==> config.mk <==
export PLATFORM = sky130hd
export DESIGN_NAME = i2c_target
export DESIGN_NICKNAME = d
export VERILOG_FILES = /design/src/rtl/i2c_target.sv
export SDC_FILE = /design/constraint.sdc
export NUM_CORES = 1
export LEC_CHECK = 0
export CAP_MARGIN = 20
export CORE_MARGIN = 8
export CORE_UTILIZATION = 37
export CTS_CLUSTER_SIZE = 8
export DETAILED_ROUTE_END_ITERATION = 12
export PLACE_DENSITY = 0.61
export SLEW_MARGIN = 0
export SYNTH_ARGS = -nofsm -noshare
export SYNTH_HDL_FRONTEND = slang
export SYNTH_SLANG_ARGS = --single-unit
==> constraint.sdc <==
create_clock -name clock -period 2.1 [get_ports clock]
set_clock_uncertainty 0.15 [all_clocks]
set_input_delay 0.42 -clock clock [delete_from_list [all_inputs] [get_ports clock]]
set_output_delay 0.42 -clock clock [all_outputs]
set_load 0.01 [all_outputs]
==> src/rtl/i2c_target.sv <==
// I2C register-write target with open-drain SDA drive and a one-cycle write strobe.
// Defining I2C_TARGET_READ_EN adds the register read path (R/W=1 address accepted).
module i2c_target #(
    parameter logic [6:0] ADDRESS     = 7'b0111001,
    parameter int         SYNC_STAGES = 2
) (
    input  logic       clock,
    input  logic       reset,
    input  logic       scl_in,
    input  logic       sda_in,
    output logic       sda_oe,
    output logic [7:0] reg_addr,
    output logic [7:0] reg_wdata,
    output logic       reg_we,
    input  logic [7:0] reg_rdata,
    output logic       busy
);

    typedef enum logic [3:0] {
        IDLE,
        ADDR,
        ADDR_ACK,
        REG,
        REG_ACK,
        WDATA,
        WDATA_ACK,
        RDATA,
        RDATA_ACK,
        IGNORE
    } state_t;

    state_t                 r_state;
    logic [SYNC_STAGES-1:0] r_scl_sync;
    logic [SYNC_STAGES-1:0] r_sda_sync;
    logic                   r_scl_prev;
    logic                   r_sda_prev;
    logic [2:0]             r_bit_cnt;
    logic [6:0]             r_shift;
    logic                   r_sda_oe;
    logic                   r_busy;
    logic [7:0]             r_reg_addr;
    logic [7:0]             r_reg_wdata;
    logic                   r_reg_we;

    logic       w_scl;
    logic       w_sda;
    logic       w_start;
    logic       w_stop;
    logic       w_scl_rise;
    logic       w_scl_fall;
    logic [7:0] w_byte;
    logic       w_rw_ok;

    // Bus lines idle high, so the synchroniser resets to 1 to avoid a false edge.
    always_ff @(posedge clock) begin
        if (reset) begin
            r_scl_sync <= {SYNC_STAGES{1'b1}};
            r_sda_sync <= {SYNC_STAGES{1'b1}};
            r_scl_prev <= 1'b1;
            r_sda_prev <= 1'b1;
        end else begin
            r_scl_sync <= {r_scl_sync[SYNC_STAGES-2:0], scl_in};
            r_sda_sync <= {r_sda_sync[SYNC_STAGES-2:0], sda_in};
            r_scl_prev <= w_scl;
            r_sda_prev <= w_sda;
        end
    end

    assign w_scl      = r_scl_sync[SYNC_STAGES-1];
    assign w_sda      = r_sda_sync[SYNC_STAGES-1];
    assign w_start    = w_scl & r_scl_prev & r_sda_prev & ~w_sda;
    assign w_stop     = w_scl & r_scl_prev & ~r_sda_prev & w_sda;
    assign w_scl_rise = ~r_scl_prev & w_scl;
    assign w_scl_fall = r_scl_prev & ~w_scl;
    assign w_byte     = {r_shift, w_sda};

`ifdef I2C_TARGET_READ_EN
    logic r_rw;
    logic r_mack;
    assign w_rw_ok = 1'b1;
`else
    logic w_unused_rdata;
    assign w_unused_rdata = ^reg_rdata;
    assign w_rw_ok        = ~w_byte[0];
`endif

    always_ff @(posedge clock) begin
        if (reset) begin
            r_state     <= IDLE;
            r_bit_cnt   <= 3'd0;
            r_shift     <= 7'd0;
            r_sda_oe    <= 1'b0;
            r_busy      <= 1'b0;
            r_reg_addr  <= 8'h00;
            r_reg_wdata <= 8'h00;
            r_reg_we    <= 1'b0;
`ifdef I2C_TARGET_READ_EN
            r_rw        <= 1'b0;
            r_mack      <= 1'b0;
`endif
        end else begin
            r_reg_we <= 1'b0;
            // The pointer advances in the cycle after the strobe, so the strobe sees the old value.
            if (r_reg_we) begin
                r_reg_addr <= r_reg_addr + 8'd1;
            end
            if (w_start || w_stop) begin
                r_state   <= w_start ? ADDR : IDLE;
                r_bit_cnt <= 3'd0;
                r_shift   <= 7'd0;
                r_sda_oe  <= 1'b0;
                r_busy    <= 1'b0;
`ifdef I2C_TARGET_READ_EN
                r_mack    <= 1'b0;
`endif
            end else begin
                case (r_state)
                    ADDR, REG, WDATA: begin
                        if (w_scl_rise) begin
                            r_shift   <= w_byte[6:0];
                            r_bit_cnt <= r_bit_cnt + 3'd1;
                            if (r_bit_cnt == 3'd7) begin
                                if (r_state == ADDR) begin
                                    if (w_byte[7:1] == ADDRESS && w_rw_ok) begin
                                        r_state <= ADDR_ACK;
                                        r_busy  <= 1'b1;
                                    end else begin
                                        r_state <= IGNORE;
                                    end
`ifdef I2C_TARGET_READ_EN
                                    r_rw <= w_byte[0];
`endif
                                end else if (r_state == REG) begin
                                    r_reg_addr <= w_byte;
                                    r_state    <= REG_ACK;
                                end else begin
                                    r_reg_wdata <= w_byte;
                                    r_reg_we    <= 1'b1;
                                    r_state     <= WDATA_ACK;
                                end
                            end
                        end
                    end
                    // First falling edge starts the ACK low, the second ends the ACK clock.
                    ADDR_ACK: begin
                        if (w_scl_fall) begin
                            if (!r_sda_oe) begin
                                r_sda_oe <= 1'b1;
                            end else begin
                                r_sda_oe <= 1'b0;
                                r_state  <= REG;
`ifdef I2C_TARGET_READ_EN
                                if (r_rw) begin
                                    r_shift   <= reg_rdata[6:0];
                                    r_sda_oe  <= ~reg_rdata[7];
                                    r_bit_cnt <= 3'd0;
                                    r_state   <= RDATA;
                                end
`endif
                            end
                        end
                    end
                    REG_ACK, WDATA_ACK: begin
                        if (w_scl_fall) begin
                            if (!r_sda_oe) begin
                                r_sda_oe <= 1'b1;
                            end else begin
                                r_sda_oe <= 1'b0;
                                r_state  <= WDATA;
                            end
                        end
                    end
`ifdef I2C_TARGET_READ_EN
                    RDATA: begin
                        if (w_scl_rise) begin
                            r_bit_cnt <= r_bit_cnt + 3'd1;
                            if (r_bit_cnt == 3'd7) begin
                                r_reg_addr <= r_reg_addr + 8'd1;
                                r_state    <= RDATA_ACK;
                            end
                        end else if (w_scl_fall) begin
                            r_sda_oe <= ~r_shift[6];
                            r_shift  <= {r_shift[5:0], 1'b0};
                        end
                    end
                    // SDA is released only on a falling edge so it never moves while SCL is high.
                    RDATA_ACK: begin
                        if (w_scl_rise) begin
                            if (w_sda) begin
                                r_state <= IGNORE;
                                r_busy  <= 1'b0;
                            end else begin
                                r_mack <= 1'b1;
                            end
                        end else if (w_scl_fall) begin
                            if (r_mack) begin
                                r_mack    <= 1'b0;
                                r_shift   <= reg_rdata[6:0];
                                r_sda_oe  <= ~reg_rdata[7];
                                r_bit_cnt <= 3'd0;
                                r_state   <= RDATA;
                            end else begin
                                r_sda_oe <= 1'b0;
                            end
                        end
                    end
`endif
                    default: begin
                        r_sda_oe <= 1'b0;
                    end
                endcase
            end
        end
    end

    assign sda_oe    = r_sda_oe;
    assign reg_addr  = r_reg_addr;
    assign reg_wdata = r_reg_wdata;
    assign reg_we    = r_reg_we;
    assign busy      = r_busy;

endmodule
; ---- Yosys cells after proc, flatten, opt, wreduce, memory -nomap -nowiden
; Index checks and enable logic that the tools add are counted.
; W data, S select, Z words.
[word_totals]
regBits = 39
output_inout_bits = 19
elab_cells = 82
[op_classes]
addsub = 2
eq_ne = 15
n_mux = 23
bitwise_logic = 17
n_reduce_logical = 13
[ops]
columns = operator, n
row1 = $mux W8, 7
row2 = $mux W4, 9
row3 = $ne A3 B3 Y1 const B, 6
row4 = $eq A4 B3 Y1 const B, 3
row5 = $pmux W4 S3, 1
row6 = $not A1 Y1, 10
row7 = $add A8 B1 Y8 const B, 1
row8 = $eq A4 B2 Y1 const B, 2
row9 = $and A1 B1 Y1, 7
row10 = $eq A7 B6 Y1 const B, 1
row11 = $reduce_and A7 Y1, 1
row12 = $reduce_and A6 Y1, 1
row13 = $reduce_or A3 Y1, 2
row14 = $reduce_or A6 Y1, 1
row15 = $reduce_and A5 Y1, 1
row16 = $eq A4 B1 Y1 const B, 1
row17 = $mux W1, 4
row18 = $reduce_and A2 Y1, 2
row19 = $reduce_bool A4 Y1, 1
row20 = $reduce_or A2 Y1, 2
row21 = $add A3 B1 Y3 const B, 1
row22 = $eq A3 B3 Y1 const B, 1
row23 = $mux W2, 1
row24 = $ne A2 B1 Y1 const B, 1
row25 = other kinds (3), 3

; ---- Depth between registers and ports, before layout
[logic_depth]
ltp_word = 8
mapped_depth = 8
depth_no_buf = 6

; ---- Worst setup path before layout
; No wires, ideal clock.
[synth_path]
path_type = flip-flop to flip-flop
from = reg r_bit_cnt[0]
to = reg r_reg_addr[4] (netlist: reg_addr[4])
setup_ns = 0.086
arrival_time_ns = 1.536
setup_slack_ns = 0.328
stages_incl_launch_ff = 9
n_path_buf = 2
synth_period_minus_slack_ns = 1.772
cell_sequence = dfxtp_1 -> ha_1 -> ha_1 -> nand3b_1 -> nand4bb_1 -> clkbuf_1 -> buf_4 -> nor2_1 -> a211oi_1
[synth_between]
elab_chain_cells = 5
[synth_rtl]
columns = element, line
row1 = from (decl), 37  ; logic [2:0] r_bit_cnt;
row2 = from (signal assigned), 121  ; r_bit_cnt <= r_bit_cnt + 3'd1;
row3 = $eq A3 B3 Y1, 122  ; if (r_bit_cnt == 3'd7) begin
row4 = $mux W8, 122
row5 = $mux W8, 119  ; if (w_scl_rise) begin
row6 = $mux W8, 117  ; case (r_state)
row7 = $mux W8, 107  ; if (w_start || w_stop) begin
row8 = to (signal assigned), 105  ; r_reg_addr <= r_reg_addr + 8'd1;
row9 = to (signal assigned), 134  ; r_reg_addr <= w_byte;
row10 = to (decl), 41  ; logic [7:0] r_reg_addr;
; No other way between the ends.
; A chain may end at the register's enable or synchronous reset.

; ---- Worst setup path after layout
[layout_path]
from = reg r_state[0]
to = reg r_reg_wdata[2] (netlist: reg_wdata[2])
[layout_between]
elab_chain_cells = 3
[layout_rtl]
columns = element, line
row1 = from (decl), 32  ; state_t r_state;
row2 = from (signal assigned), 108  ; r_state <= w_start ? ADDR : IDLE;
row3 = "$eq A4 B1 Y1, or another cell as far along", "117, 123"
row4 = $reduce_or A3 Y1 or $not A1 Y1 (tied branches), --
row5 = $reduce_and A6 Y1 (no source line) (*), --
row6 = to (signal assigned), 137  ; r_reg_wdata <= w_byte;
row7 = to (decl), 42  ; logic [7:0] r_reg_wdata;
; Mark *: on every way between the ends. The rest lies on a longest branch, timed or not.

==> flow_summary_export.csv <==
group,metric,value,unit
outcome,status,"completed",
cts,clk-insertion-delay-late,290,ps
routing,wl_per_cell,15.2,um
layout,antenna_cells,0,
floorplanning,rows,24,
routing,routed_wl,3840,um
global_routing,grt_max_degree,23,
pwr,ir_drop,0.351,mV
layout,final-seq-area,781,sq um
layout,drive_gt1_frac,0.129,
sta,tightest_slew,370,ps
sta,setup_viol,0,
layout,fin_util,0.480,
floorplanning,die_x,83.3,um
global_routing,grt_antenna_before_repair,0,
synthesis,synth_warnings,0,
placement,io_buffer_count,22,
floorplanning,io_pins,31,
cts,ctsHoldBuffers,0,
cts,cts_made_buffers,5,
floorplanning,start_util,0.385,
placement,dp_cells,245,
worst_setup_path,cp_max_fo,9,
sta,rsz0062_at_grt,"false",
synthesis,netlist_area,1680,sq um
layout,final_common_cell,"dfxtp_1",
sta,fin_crit_sh,0.920,
sta,relSlewSlack,0.753,
cts,cts_buffer_depth,2,
floorplanning,dieArea,6940,sq um
cts,cts_tree,"done",
synthesis,ys_ff_latch,39,
routing,drc,0,
synthesis,syn_nets,188,
layout,fillCellCount,410,
synthesis,synthFlopType,"dfxtp_1",
worst_setup_path,critPathMaxStageDelay,500,ps
global_routing,grt_pass1_wl,6480,um
routing,antenna_left,0,
routing,first_pass_iters,4,
worst_setup_path,worstPathRequired,2120,ps
run,drv_cap,0,
cts,cts_setup_buffers,0,
synthesis,synth_area_leaders,"dfxtp_1 (47%), mux2i_1 (11%), nor2_1 (6.5%), a211oi_1 (4.0%), xor2_1 (3.1%)",
routing,vias,1380,
sta,max_freq,0.518,GHz
worst_setup_path,critPathBufInv,1,
cts,h-tree-depth,2,
worst_setup_path,crit_path_end_kind,"flop",
synthesis,ys_seq_area_frac,0.466,
worst_setup_path,arrival,1960,ps
sta,slew_violations,0,
cts,root_buffer,"clkbuf_8",
synthesis,synth_edf_count,0,
worst_setup_path,worst_setup_path_start_kind,"flop",
worst_setup_path,crit_slowest_cell,"dfxtp_1",
synthesis,synthCells,173,
layout,nets,215,
sta,finalCriticalPeriod,1930,ps
synthesis,async_flop_share,0,
cts,cts_sinks,39,
synthesis,synth_top_area_frac,0.466,
worst_setup_path,crit_family,"simple AND/OR/NAND/NOR gates",
pwr,p_total,1440,uW
cts,postCtsResizedCells,0,
synthesis,ys_types,39,
layout,syn_to_final_growth,24.6,%
cts,path_clk_slew,80,ps
floorplanning,core_area,4350,sq um
routing,viasPerCell,5.45,
layout,final_cell_mix,"dfxtp_1 (39), nor2_1 (29), clkdlybuf4s50_1 (22)",
worst_setup_path,crit_type,"reg -> reg",
pwr,cellPowerDensity,691,nW/um^2
placement,gp_congestion,0.822,
pwr,power.leakage,0.000803,uW
routing,drtIter0Drc,70,
layout,final_cells,253,
global_routing,grt_overflow_total,0,
synthesis,syn_avg_cell_area,9.69,sq um
layout,multi_input_area,835,sq um
sta,finalSetupTns,0,ps
placement,hpwl,2760,um
floorplanning,die_h,83.3,um
min_path,hold_path_class,"reg -> reg",
worst_setup_path,cp_cell_sequence,"nor2b_1 -> nor4b_2 -> buf_4 -> mux2i_1 -> nor2_1",
synthesis,synth_top_cell_by_area,"dfxtp_1",
sta,hold_viol_final,0,
global_routing,grt_pass1_vias,1398,
global_routing,grt.total_usage,0.111,
-- per-stage QoR --
step | hold WS [ps] | area [sq um] | setup WS [ps]
CTS | 264 | 2090 | 185
detailed placement | 246 | 1970 | 254
global route | 271 | 2090 | 55.3
global placement | 248 | 1970 | 303
floorplan | 239 | 1680 | 328
finish | 264 | 2090 | 169
-- synth_stat cells (2+ instances only) --
master / number
nand2_1: 6
mux2i_1: 18
xnor2_1: 4
nor4_1: 2
a211oi_1: 9
nand4_1: 2
inv_1: 3
clkbuf_1: 6
o21ai_0: 2
or2_2: 6
nand2b_1: 3
nor2_1: 29
a32o_1: 2
nand3b_1: 4
a31oi_1: 2
nand4b_1: 2
buf_4: 3
nor3_1: 2
ha_1: 3
dfxtp_1: 39
a21oi_1: 3
xor2_1: 6
-- worst paths after layout --
kind,start,endpoint,slack (ps),depth (start not counted)
max,r_state[0]$_SDFFE_PP0P_,reg_wdata[2]$_SDFFE_PP0P_,170,5
min,r_scl_sync[0]$_SDFF_PP1_,r_scl_sync[1]$_SDFF_PP1_,260,1
min reg2reg,r_scl_sync[0]$_SDFF_PP1_,r_scl_sync[1]$_SDFF_PP1_,260,1
max reg2reg,r_state[0]$_SDFFE_PP0P_,reg_wdata[2]$_SDFFE_PP0P_,170,5
-- kinds of logic after synthesis --
logic type,Yosys count,synth area share
and+or+nand+nor,65,0.207
DFF,39,0.466
AOI/OAI and AO/OA,25,0.108
muxes,18,0.107
buffers and inverters,13,0.0366
xor gates and xnor gates,10,0.0522
adders and majority gates,3,0.0224
-- routing by layer --
layer  track usage  vias to the layer above  routed length [um]  share of wire
met5             0                        -                   0              0
met2         0.187                       41                1820           0.47
met4        0.0495                        0                  78          0.020
met3        0.0371                        9                 221          0.058
met1         0.125                      668                1730           0.45
li1              -                      662                   -              -
-- registers in the layout, indices dropped and copies added (netlist names) --
name	count
r_shift	7
reg_we	1
r_scl_prev	1
busy	1
r_state	4
r_bit_cnt	3
sda_oe	1
r_sda_prev	1
reg_addr	8
r_sda_sync	2
r_scl_sync	2
reg_wdata	8
-- layout make-up --
class / instances / area share
Sequential cell: 39 / 0.374
Multi-Input combinational cell: 121 / 0.399
Clock buffer: 6 / 0.0395
Inverter: 3 / 0.00539
Clock inverter: 2 / 0.0168
Tap cell: 52 / 0.0311
Timing Repair Buffer: 30 / 0.134
-- power breakdown --
part / leakage, uW / switching, uW / internal, uW
combinational: 0.000426 / 25.6 / 24.4
clock: 0.0000612 / 258 / 384
sequential: 0.000315 / 6.62 / 745
(Power assumes the default switching activity.)
